### config.mk
export PLATFORM = sky130hd
export DESIGN_NAME = axi_lite_master_arbiter
export DESIGN_NICKNAME = d
export VERILOG_FILES = /design/src/rtl/axi_lite_master_arbiter_pkg.sv /design/src/rtl/axi_lite_master_arbiter_rr.sv /design/src/rtl/axi_lite_master_arbiter.sv
export SDC_FILE = /design/constraint.sdc
export NUM_CORES = 1
export LEC_CHECK = 0
export ABC_CLOCK_PERIOD_IN_PS = 1760
export BUFFER_PORTS_ARGS = -buffer_cell sky130_fd_sc_hd__buf_2
export CAP_MARGIN = 20
export CORE_AREA = 2 2 155 157
export DETAILED_ROUTE_END_ITERATION = 10
export DIE_AREA = 0 0 157 159
export PLACE_DENSITY = 0.34
export SKIP_LAST_GASP = 1
export SLEW_MARGIN = 15
export SYNTH_ARGS = -nofsm -noshare
export SYNTH_HDL_FRONTEND = slang
export SYNTH_SLANG_ARGS = --single-unit
### constraint.sdc
create_clock -name clk -period 1.76 [get_ports clk]
set_input_delay 0.176 -clock clk [delete_from_list [all_inputs] [get_ports clk]]
set_output_delay 0.176 -clock clk [all_outputs]
set_load 0.02 [all_outputs]
### src/rtl/axi_lite_master_arbiter_pkg.sv
// Shared definitions for the two-requester AXI-Lite master arbiter.
package axi_lite_master_arbiter_pkg;

  // Number of upstream requesters sharing the single master port
  localparam int NUM_REQ = 2;

  // Master-port transaction FSM; only one transaction is in flight at a time
  typedef enum logic [2:0] {
    ST_IDLE         = 3'd0,
    ST_RD_ADDR      = 3'd1,
    ST_RD_DATA      = 3'd2,
    ST_WR_ADDR_DATA = 3'd3,
    ST_WR_RESP      = 3'd4
  } state_t;

  // One-hot select vector for a requester index
  function automatic logic [NUM_REQ-1:0] onehot_req(input logic idx);
    return {idx, ~idx};
  endfunction

endpackage

### src/rtl/axi_lite_master_arbiter_rr.sv
// Two-way round-robin grant logic, purely combinational.
module rr_arbiter_2
  import axi_lite_master_arbiter_pkg::*;
(
  input  logic [NUM_REQ-1:0] i_pending,
  input  logic               i_last,
  output logic               o_grant_vld,
  output logic               o_grant_idx
);

  // On a tie the requester not served last wins; a lone requester always wins
  always_comb begin
    o_grant_vld = |i_pending;
    o_grant_idx = 1'b0;
    if (&i_pending) begin
      o_grant_idx = ~i_last;
    end else if (i_pending[1]) begin
      o_grant_idx = 1'b1;
    end
  end

endmodule

### src/rtl/axi_lite_master_arbiter.sv
// Shares one AXI-Lite master port between two requesters, one transaction at
// a time. Address/data are muxed from the granted requester, never stored.
module axi_lite_master_arbiter
  import axi_lite_master_arbiter_pkg::*;
#(
  parameter  int ADDR_W = 32,
  parameter  int DATA_W = 32,
  localparam int STRB_W = DATA_W / 8
) (
  input  logic                        clk,
  input  logic                        rst,
  // Requester-side read address / data
  input  logic [NUM_REQ-1:0]          s_arvalid,
  output logic [NUM_REQ-1:0]          s_arready,
  input  logic [NUM_REQ*ADDR_W-1:0]   s_araddr,
  output logic [NUM_REQ-1:0]          s_rvalid,
  input  logic [NUM_REQ-1:0]          s_rready,
  output logic [DATA_W-1:0]           s_rdata,
  output logic [1:0]                  s_rresp,
  // Requester-side write address / data / response
  input  logic [NUM_REQ-1:0]          s_awvalid,
  output logic [NUM_REQ-1:0]          s_awready,
  input  logic [NUM_REQ*ADDR_W-1:0]   s_awaddr,
  input  logic [NUM_REQ-1:0]          s_wvalid,
  output logic [NUM_REQ-1:0]          s_wready,
  input  logic [NUM_REQ*DATA_W-1:0]   s_wdata,
  input  logic [NUM_REQ*STRB_W-1:0]   s_wstrb,
  output logic [NUM_REQ-1:0]          s_bvalid,
  input  logic [NUM_REQ-1:0]          s_bready,
  output logic [1:0]                  s_bresp,
  // Shared master port
  output logic                        m_axi_arvalid,
  output logic [ADDR_W-1:0]           m_axi_araddr,
  input  logic                        m_axi_arready,
  input  logic                        m_axi_rvalid,
  input  logic [DATA_W-1:0]           m_axi_rdata,
  input  logic [1:0]                  m_axi_rresp,
  output logic                        m_axi_rready,
  output logic                        m_axi_awvalid,
  output logic [ADDR_W-1:0]           m_axi_awaddr,
  input  logic                        m_axi_awready,
  output logic                        m_axi_wvalid,
  output logic [DATA_W-1:0]           m_axi_wdata,
  output logic [STRB_W-1:0]           m_axi_wstrb,
  input  logic                        m_axi_wready,
  input  logic                        m_axi_bvalid,
  input  logic [1:0]                  m_axi_bresp,
  output logic                        m_axi_bready
);

  state_t               r_state;
  logic                 r_gnt;      // requester owning the current transaction
  logic                 r_last;     // requester most recently completed
  logic                 r_aw_done;
  logic                 r_w_done;

  logic [NUM_REQ-1:0]   w_pending;
  logic [NUM_REQ-1:0]   w_gnt_oh;
  logic                 w_arb_vld;
  logic                 w_arb_idx;
  logic                 w_ar_hs;
  logic                 w_r_hs;
  logic                 w_aw_hs;
  logic                 w_w_hs;
  logic                 w_b_hs;
  logic                 w_aw_fin;
  logic                 w_w_fin;

  // A write only counts as pending once both its address and data are offered
  assign w_pending = s_arvalid | (s_awvalid & s_wvalid);

  rr_arbiter_2 u_rr (
    .i_pending   (w_pending),
    .i_last      (r_last),
    .o_grant_vld (w_arb_vld),
    .o_grant_idx (w_arb_idx)
  );

  assign w_gnt_oh = onehot_req(r_gnt);

  // Master-side valids/readies decode from the registered state, so all are
  // low in IDLE and each write valid drops once its own handshake is done.
  assign m_axi_arvalid = (r_state == ST_RD_ADDR);
  assign m_axi_rready  = (r_state == ST_RD_DATA) & s_rready[r_gnt];
  assign m_axi_awvalid = (r_state == ST_WR_ADDR_DATA) & ~r_aw_done;
  assign m_axi_wvalid  = (r_state == ST_WR_ADDR_DATA) & ~r_w_done;
  assign m_axi_bready  = (r_state == ST_WR_RESP) & s_bready[r_gnt];

  // Payload muxed straight from the granted requester's slice
  assign m_axi_araddr = r_gnt ? s_araddr[2*ADDR_W-1:ADDR_W] : s_araddr[ADDR_W-1:0];
  assign m_axi_awaddr = r_gnt ? s_awaddr[2*ADDR_W-1:ADDR_W] : s_awaddr[ADDR_W-1:0];
  assign m_axi_wdata  = r_gnt ? s_wdata[2*DATA_W-1:DATA_W]  : s_wdata[DATA_W-1:0];
  assign m_axi_wstrb  = r_gnt ? s_wstrb[2*STRB_W-1:STRB_W]  : s_wstrb[STRB_W-1:0];

  // Handshake steering: only the granted requester ever sees a ready/valid
  assign s_arready = w_gnt_oh & {NUM_REQ{m_axi_arvalid & m_axi_arready}};
  assign s_awready = w_gnt_oh & {NUM_REQ{m_axi_awvalid & m_axi_awready}};
  assign s_wready  = w_gnt_oh & {NUM_REQ{m_axi_wvalid & m_axi_wready}};
  assign s_rvalid  = w_gnt_oh & {NUM_REQ{(r_state == ST_RD_DATA) & m_axi_rvalid}};
  assign s_bvalid  = w_gnt_oh & {NUM_REQ{(r_state == ST_WR_RESP) & m_axi_bvalid}};

  // Responses pass through untouched, error codes included
  assign s_rdata = m_axi_rdata;
  assign s_rresp = m_axi_rresp;
  assign s_bresp = m_axi_bresp;

  assign w_ar_hs  = m_axi_arvalid & m_axi_arready;
  assign w_r_hs   = m_axi_rvalid & m_axi_rready;
  assign w_aw_hs  = m_axi_awvalid & m_axi_awready;
  assign w_w_hs   = m_axi_wvalid & m_axi_wready;
  assign w_b_hs   = m_axi_bvalid & m_axi_bready;
  assign w_aw_fin = r_aw_done | w_aw_hs;
  assign w_w_fin  = r_w_done | w_w_hs;

  // Transaction FSM: arbitrate in IDLE, then walk one read or one write
  always_ff @(posedge clk) begin
    if (rst) begin
      r_state   <= ST_IDLE;
      r_gnt     <= 1'b0;
      r_last    <= 1'b1;
      r_aw_done <= 1'b0;
      r_w_done  <= 1'b0;
    end else begin
      case (r_state)
        ST_IDLE: begin
          if (w_arb_vld) begin
            r_gnt   <= w_arb_idx;
            r_state <= s_arvalid[w_arb_idx] ? ST_RD_ADDR : ST_WR_ADDR_DATA;
          end
        end
        ST_RD_ADDR: begin
          if (w_ar_hs) r_state <= ST_RD_DATA;
        end
        ST_RD_DATA: begin
          if (w_r_hs) begin
            r_state <= ST_IDLE;
            r_last  <= r_gnt;
          end
        end
        ST_WR_ADDR_DATA: begin
          if (w_aw_fin && w_w_fin) begin
            r_state   <= ST_WR_RESP;
            r_aw_done <= 1'b0;
            r_w_done  <= 1'b0;
          end else begin
            if (w_aw_hs) r_aw_done <= 1'b1;
            if (w_w_hs)  r_w_done  <= 1'b1;
          end
        end
        ST_WR_RESP: begin
          if (w_b_hs) begin
            r_state <= ST_IDLE;
            r_last  <= r_gnt;
          end
        end
        default: r_state <= ST_IDLE;
      endcase
    end
  end

endmodule

==> impl_results.md <==
- Fin cells: 834
- CTS max path bufs: 2
- DR vias/cell: 3.32
- Port bufs: 331
- Worst slew pin tran: 0.401 ns
- Final WL: 12.2 mm
- M1 WL: 5.25 mm
- Global-route wire length before repair: 16.8 mm
- Core outline area: 23200 sq um
- Avg WL per Cell: 14.6 um
- Register area share after synthesis: 7.05%
- Final Skew: 0.00156 ns
- Post-layout minimum cycle time: 1.73 ns
- Final Cell Area: 3900 sq um
- Max-cap violations: 0
- Antenna violations before repair: 2
- R2R depth: 4
- Clk Latency, worst-skew pair: 0.23 ns
- Global Route Usage Sum: 8.88%
- Cell Rows: 56
- Placed Cells incl. Taps: 828
- Clock sink total: 7
- Num ports: 404
- Initial Util: 8.57%
- Pwr Density: 579 nW/um^2
- CP Launch Type: flop
- Max-slew violations: 0
- Crit share post-route: 98.1%
- Top layer in use: met4
- Antenna-violating nets left: 0
- Synthesized flop and latch total: 7
- RR Endpoint: r_state[1]
- H-tree levels: 1
- Die area: 25000 sq um
- DP HPWL: 10.5 mm
- Die Ht: 159 um
- WHS Endpoint: r_gnt
- Rel. slew slack: 73.2%
- Cell Area, Placed: 3760 sq um
- Final nets: 769
- Initial DRC count: 75
- Gr ovfl total: 0
- Pwr Total: 2.26 mW
- CTS clk-pin slew, worst paths: 0.04 ns
- Via count: 2773
- CTS Buf Count: 3
- Post-synth EDFFs: 0
- Root Driver: clkbuf_16
- WS Path Type: reg2out
- Final hold vios: 0
- Post-layout util: 16.8%
- Gpl congestion: 0.725
- CTS tree: built
- Fmax: 579 MHz
- Syn nets: 478
- Ys flop type: dfxtp_1
- Flop-to-flop setup slack: 0.27 ns
- Final setup violation count: 0
- RSZ-0062 raised after global routing: yes
- Async SR Flop Fraction: 0%
- Crit. End Element: primary output
- Post-Syn Area: 1990 sq um
- CP required: 1.58 ns
- Largest net degree at the start of global routing: 51
- P_leak: 1.98 nW
- Hold_sp: rst
- Status: completed
- Share of cells above drive strength 1: 87.6%
- Synth Instances: 225
- Hold Crit Depth: 2
- DR WL met2: 5.67 mm
- Total of warnings raised by yosys: 0
- Met3 WL: 1.10 mm
- Synthesized area per cell: 8.83 sq um
- Initial DRT Pass Iterations: 4
- VDD IR max: 0.000406 V
- Area growth, synth to finish: 96.2%
- Crit path DAT: 1.55 ns
- Cell variety after synth: 30
- HP Class: in2reg
- Antenna Cells: 0
- Die Width: 157 um
- Reg2Reg Launch Point: r_gnt
- Residual DRC: 0
- Max FO, Critical Path: 30
- Vias in the first global route: 2874
[worst max-delay path by stage]
stage | start | to | cells after the start
final | r_gnt | m_axi_araddr[31] | 3
after global routing | r_state[2] | s_wready[0] | 6
after CTS | r_state[2] | s_awready[0] | 6
after detailed placement | r_state[1] | s_awready[0] | 6
after global placement | r_state[1] | s_awready[0] | 6
after floorplan | r_state[1] | s_awready[0] | 5
[registers in the layout, summed over array words and instances (netlist names)]
signal / count
r_aw_done: 1
r_gnt: 1
r_last: 1
r_state: 3
r_w_done: 1
[cell usage after synthesis, types with 2 or more instances]
master	instances	area [sq um]
mux2_2	100	1130
nor2_1	16	60.1
buf_4	37	278
nor2_2	3	18.8
nand3_1	2	10.0
mux2i_1	3	30.0
buf_2	12	60.1
nand2_1	8	30.0
and3_1	5	31.3
dfxtp_1	7	140
nand2b_1	4	25.0
a21oi_1	6	30.0
nor3_1	5	25.0
[layout make-up]
class	instances	area [sq um]
repair buffers	337	1760
flip-flops and latches	7	145
fillers	2652	19300
multi-input cells	166	1510
clock buffers	4	78.8
inverters	1	3.75
well taps	319	399
[power by group]
| group | total [mW] | switching (mW) | internal [mW] |
|---|---|---|---|
| sequential | 0.221 | 0.0375 | 0.184 |
| combinational | 1.64 | 0.886 | 0.753 |
| clock | 0.396 | 0.0939 | 0.302 |
| total | 2.26 | 1.02 | 1.24 |
[cell usage in the layout (no fill, tap or decap), types with 4 or more instances in the layout]
master and instances:
nor2_2 6, buf_2 329, buf_4 5, mux2_2 100
nor2_1 13, a21oi_1 6, and3_1 5, nand2b_1 4
dfxtp_1 5, nand2_1 8, nor3_1 5
[critical path: stages, from the launching register on]
cell and delay [ns]:
dfxtp_4 0.42, bufbuf_16 0.37, mux2_2 0.35, buf_2 0.16
[metrics by stage]
stage	hold WS [ns]	setup TNS [ns]	setup slack (ns)
2_1_floorplan	0.365	0	0.129
3_3_place_gp	0.352	0	0.170
3_5_place_dp	0.352	0	0.185
4_1_cts	0.261	-0.0180	-0.0180
5_1_grt	0.268	-0.661	-0.0388
6_report	0.265	0	0.0333
[metal layers]
layer  up-vias  track usage (%)
met2       170             15.7
li1       1350                -
met3        24             2.10
met1      1229             11.1
met4         0             1.25
met5         -                0
[cell families after synthesis]
| logic type | Yosys count | synth area share, % |
|---|---|---|
| and+or+nand+nor | 47 | 11.3 |
| muxes | 104 | 58.8 |
| buffers and inverters | 52 | 17.6 |
| DFF | 7 | 7.05 |
| AOI/OAI and AO/OA | 15 | 5.29 |
[what timing repair did]
item	CTS	global route
gates resized for setup	2	6
setup buffers	0	1
endpoints found under the setup margin	10	49
pin swaps	0	1
hold buffers	0	0
cloned	1	0
(Power assumes the default switching activity.)
